### config.mk
export PLATFORM = sky130hd
export DESIGN_NAME = pulse_peak_detector
export DESIGN_NICKNAME = d
export VERILOG_FILES = /design/src/rtl/pulse_peak_detector.sv
export SDC_FILE = /design/constraint.sdc
export NUM_CORES = 1
export LEC_CHECK = 0
export BUFFER_PORTS_ARGS = -buffer_cell sky130_fd_sc_hd__buf_2
export CORE_MARGIN = 2
export CORE_UTILIZATION = 60
export CTS_BUF_LIST = sky130_fd_sc_hd__clkbuf_8
export CTS_CLUSTER_SIZE = 28
export DETAILED_ROUTE_END_ITERATION = 8
export PLACE_DENSITY = 0.82
export SLEW_MARGIN = 10
export SYNTH_ARGS = -nofsm -noshare
export SYNTH_HDL_FRONTEND = slang
export SYNTH_SLANG_ARGS = --single-unit
### constraint.sdc
create_clock -name clk -period 3.7 [get_ports clk]
set_input_delay 0.74 -clock clk [delete_from_list [all_inputs] [get_ports clk]]
set_output_delay 0.74 -clock clk [all_outputs]
set_load 0.01 [all_outputs]
### src/rtl/pulse_peak_detector.sv
// pulse_peak_detector: finds peak amplitude/time of threshold-crossing pulses in a shaped sample stream
// Ports: clk/reset (sync, active-high); filter_data, threshold: signed samples and trigger level;
//        peak_amp/peak_time/peak_trunc/peak_valid with peak_ready: one-entry result slot;
//        lost_pulse/lost_count: dropped-result strobe and saturating count; busy: pulse or dead time in progress.
module pulse_peak_detector #(
  parameter int SIZE_FILTER_DATA = 16,
  parameter int SIZE_TIME        = 16,
  parameter int HOLDOFF          = 8,
  parameter int MAX_WIDTH        = 64
) (
  input  logic                               clk,
  input  logic                               reset,
  input  logic signed [SIZE_FILTER_DATA-1:0] filter_data,
  input  logic signed [SIZE_FILTER_DATA-1:0] threshold,
  output logic signed [SIZE_FILTER_DATA-1:0] peak_amp,
  output logic        [SIZE_TIME-1:0]        peak_time,
  output logic                               peak_trunc,
  output logic                               peak_valid,
  input  logic                               peak_ready,
  output logic                               lost_pulse,
  output logic        [7:0]                  lost_count,
  output logic                               busy
);
  localparam int WW = $clog2(MAX_WIDTH + 1);
  localparam int HW = $clog2(HOLDOFF + 2);
  localparam logic [WW-1:0] W_LAST = WW'(MAX_WIDTH - 1);
  localparam logic [HW-1:0] H_LAST = HW'(HOLDOFF > 0 ? HOLDOFF - 1 : 0);
  typedef enum logic [1:0] {IDLE, RISE, HOLD} state_t;
  state_t state, state_n;
  logic        [SIZE_TIME-1:0]        ts, max_time, emit_time;
  logic signed [SIZE_FILTER_DATA-1:0] prev, max_amp, emit_amp;
  logic        [WW-1:0]               width;
  logic        [HW-1:0]               hold_cnt;
  logic above, trig, upd, emit, lost, load;
  assign above = filter_data > threshold;
  assign trig  = above && !(prev > threshold);
  assign busy  = state != IDLE;
  // Strictly greater keeps the first occurrence of a tied maximum; a below-threshold
  // sample can never exceed a max that is above threshold, so it is never folded in.
  always_comb begin
    upd       = 1'b0;
    emit      = 1'b0;
    state_n   = state;
    upd       = above && filter_data > max_amp;
    emit_amp  = upd ? filter_data : max_amp;
    emit_time = upd ? ts : max_time;
    emit      = state == RISE && (!above || width >= W_LAST);
    state_n   = emit ? HOLD :
                (state == IDLE && trig) ? RISE :
                (state == HOLD && hold_cnt == H_LAST) ? IDLE : state;
  end
  assign lost = emit && peak_valid && !peak_ready;
  assign load = emit && !lost;
  always_ff @(posedge clk) begin
    if (reset) begin
      state      <= IDLE;
      ts         <= '0;
      prev       <= '0;
      max_amp    <= '0;
      max_time   <= '0;
      width      <= '0;
      hold_cnt   <= '0;
      peak_amp   <= '0;
      peak_time  <= '0;
      peak_trunc <= 1'b0;
      peak_valid <= 1'b0;
      lost_pulse <= 1'b0;
      lost_count <= '0;
    end else begin
      state      <= state_n;
      ts         <= ts + SIZE_TIME'(1);
      prev       <= filter_data;
      hold_cnt   <= state == HOLD ? hold_cnt + HW'(1) : '0;
      lost_pulse <= lost;
      if (lost && lost_count != 8'hff) lost_count <= lost_count + 8'd1;
      // Tracking registers preload every idle cycle so they are primed at the trigger edge.
      if (state == IDLE) begin
        max_amp  <= filter_data;
        max_time <= ts;
        width    <= WW'(1);
      end else if (state == RISE) begin
        max_amp  <= emit_amp;
        max_time <= emit_time;
        width    <= width + WW'(1);
      end
      if (load) begin
        peak_valid <= 1'b1;
        peak_amp   <= emit_amp;
        peak_time  <= emit_time;
        peak_trunc <= above;
      end else if (peak_ready) begin
        peak_valid <= 1'b0;
      end
    end
  end
endmodule
==> results.toml <==
[status]
status = "complete, no violations"

[routing]
drtIter0Drc = 255
topRoutingLayerUsed = "met4"
ant_nets = 0
route.met3.wl_um = 631
via_per_inst = 5.86
num_vias = 5030
drc_errors = 0
wl_per_cell_um = 15.7
wl_mm = 13.5
met2_wirelength_mm = 6.64
first_pass_iters = 5
wl_met1_mm = 5.77

[final_layout]
mostFrequentLayoutCells = "dfxtp_1, buf_2, nor2_1, mux2i_1, a21oi_1"
nFillCells = 736
syn2layout_area_growth_pct = 15.1
final_common_cell = "dfxtp_1"
fin_cells = 859
seqCellArea_um2 = 2400
layout.nets = 800
diodes = 0
drive_gt1_share_pct = 17.9
multi_input_area_um2 = 3280

[global_route]
grt_usage_pct = 26.3
grt_max_degree = 83
grt_pass1_vias = 5084
grt_overflow = 0
antenna_found_initial = 0
grt_pass1_wl_mm = 23.3

[place]
dpl.hpwl_mm = 9.48
gp_congestion = 0.857
port_buffers = 78
pre_cts_ws_ns = 0.280
place_inst = 827

[hold_path]
min_path_type = "reg2reg"

[pwr]
sequentialPowerShare_pct = 42.8
p_clk_share_pct = 40.1
p_leak_nw = 2.99
ir_drop_mv = 0.380
pwr_density_cell_nw_per_um2 = 473
internal_power_mw = 2.36
power_frac_comb_pct = 17.1
swShare_pct = 28.0
power.net_switching_mw = 0.917

[flow_run]
max-cap-violations = 0

[synthesis]
ys_seq_area_share_pct = 40.0
syn_inst = 643
synth_edf_count = 0
syn_nets = 730
synth_flop_cell = "dfxtp_1"
synth_area_um2 = 6010
syn_area_per_cell_um2 = 9.34
synth_seq_cells = 120
yosys.cell_types.count = 52
yosysWarnings = 0
ys_async_sr_fraction_pct = 0

[floorplan]
dieArea_um2 = 10800
initial_core_util_pct = 61.7
io_pins = 79
die_w_um = 104
core_um2 = 9730
die_h_um = 104
fp-row-count = 36

[critical_path]
crit_type = "in2reg"
cp-start-kind = "input port"
critPathMaxFanout = 26
critPathArrivalTime_ns = 3.35
crit_required_ns = 4.04
crit_path_end_kind = "flip-flop"

[timing]
setup_slack_ns = 0.687
skew_ns = 0.00772
fmax_mhz = 332
tightestPinTransition_ns = 0.830
fin_crit_ns = 3.01
period_share_pct = 81.4
rsz0062_at_grt = "false"
slew_headroom_pct = 44.7
final_hold_viol_count = 0
timing.hold.ws_ns = 0.452
finalSetupViolCount = 0
timing_max_transition_violations_final = 0
tns_ns = 0

[clock_tree]
h-tree-depth = 4
path_clk_slew_ns = 0.07
clock-sinks = 120
cts_resized = 0
root_buffer = "clkbuf_8"
cts_tree = "done"
clock_path_buffers = 2
postCtsHoldBufs = 0
cts-buffers-inserted = 17
cts_setup_buffers = 0
worstSkewPairLatency_ns = 0.44
layer usage:
metal  global-route usage (%)  vias up
met5                        0        -
met4                     14.1        0
met1                     31.1     2405
li1                         -     2436
met2                     44.1      146
met3                     6.20       43
cell type report:
class | count | share of cell area, %
multi-input cells | 448 | 47.4
flip-flops and latches | 120 | 34.7
clock buffers | 18 | 3.58
clock inverters | 14 | 2.82
well taps | 133 | 2.41
inverters | 40 | 2.17
repair buffers | 86 | 6.91
worst paths after layout:
| path | startpoint | endpoint | slack (ns) | cells after the start |
|---|---|---|---|---|
| min reg2reg | hold_cnt[0] | hold_cnt[0] | 0.45 | 1 |
| min | hold_cnt[0] | hold_cnt[0] | 0.45 | 1 |
| max reg2reg | max_amp[15] | peak_time[1] | 0.72 | 9 |
| max | filter_data[15] | peak_time[1] | 0.69 | 9 |
power by group through the flow:
stage / Clock [mW] / Combinational (mW) / Sequential, mW
6_report: 1.31 / 0.558 / 1.40
5_1_grt: 1.37 / 0.617 / 1.41
4_1_cts: 1.32 / 0.556 / 1.40
3_5_place_dp: 0 / 0.549 / 1.43
3_3_place_gp: 0 / 0.526 / 1.43
2_1_floorplan: 0 / 0.392 / 1.43
critical path, stage by stage:
cell and delay, ns:
buf_2 0.13, ha_1 0.32, nand4_1 0.19, a2111oi_0 0.71
or3_1 0.22, nand4_2 0.30, buf_12 0.30, mux2i_1 0.14
a211oi_1 0.26
stage by stage:
| stage | power (mW) | instance area, µm² | utilization [%] |
|---|---|---|---|
| global placement | 1.95 | 6470 | 66.5 |
| detailed placement | 1.98 | 6470 | 66.5 |
| floorplan | 1.83 | 6010 | - |
| CTS | 3.27 | 6920 | 71.1 |
| finish | 3.27 | 6920 | 71.1 |
| global route | 3.40 | 6920 | 71.1 |
kinds of logic (layout without fill, tap and decap cells):
kind of cell    after synthesis  after routing  synth area share, %
compound gates              131            131                 14.4
xor+xnor                     20             20                 2.92
fa+ha+maj                    52             52                 10.8
buf+inv                      75            158                 5.52
flops                       120            120                 40.0
mux                          67             67                 11.2
simple gates                178            178                 15.1
cells in the mapped netlist, types with 2 or more instances:
master | n | area (µm²)
dfxtp_1 | 120 | 2400
nor2_1 | 73 | 274
mux2i_1 | 64 | 641
a21oi_1 | 57 | 285
ha_1 | 52 | 651
inv_1 | 40 | 150
a211oi_1 | 33 | 248
nor2b_1 | 24 | 150
clkbuf_1 | 19 | 71.3
xor2_1 | 17 | 149
nand2_1 | 16 | 60.1
nand4_1 | 16 | 100
nand3_1 | 15 | 75.1
o21ai_0 | 9 | 45.0
and3_1 | 7 | 43.8
buf_2 | 7 | 35.0
o31ai_1 | 6 | 45.0
a21o_1 | 5 | 37.5
nand2b_1 | 5 | 31.3
buf_6 | 4 | 45.0
nor3_1 | 4 | 20.0
and4_1 | 3 | 26.3
buf_4 | 3 | 22.5
o41ai_1 | 3 | 26.3
or3_1 | 3 | 18.8
xnor2_1 | 3 | 26.3
a2111oi_0 | 2 | 17.5
a31oi_2 | 2 | 25.0
and2_1 | 2 | 12.5
and4_4 | 2 | 22.5
buf_1 | 2 | 7.51
mux2_2 | 2 | 22.5
o211ai_1 | 2 | 15.0
o21a_1 | 2 | 15.0
or4_1 | 2 | 15.0
sequential cells by signal, indices dropped and copies added (netlist names):
signal	cells
max_amp	16
width	7
prev	16
peak_time	16
lost_pulse	1
peak_valid	1
ts	16
lost_count	8
max_time	16
peak_trunc	1
hold_cnt	4
state	2
peak_amp	16
Power figures use the tool's default switching activity.
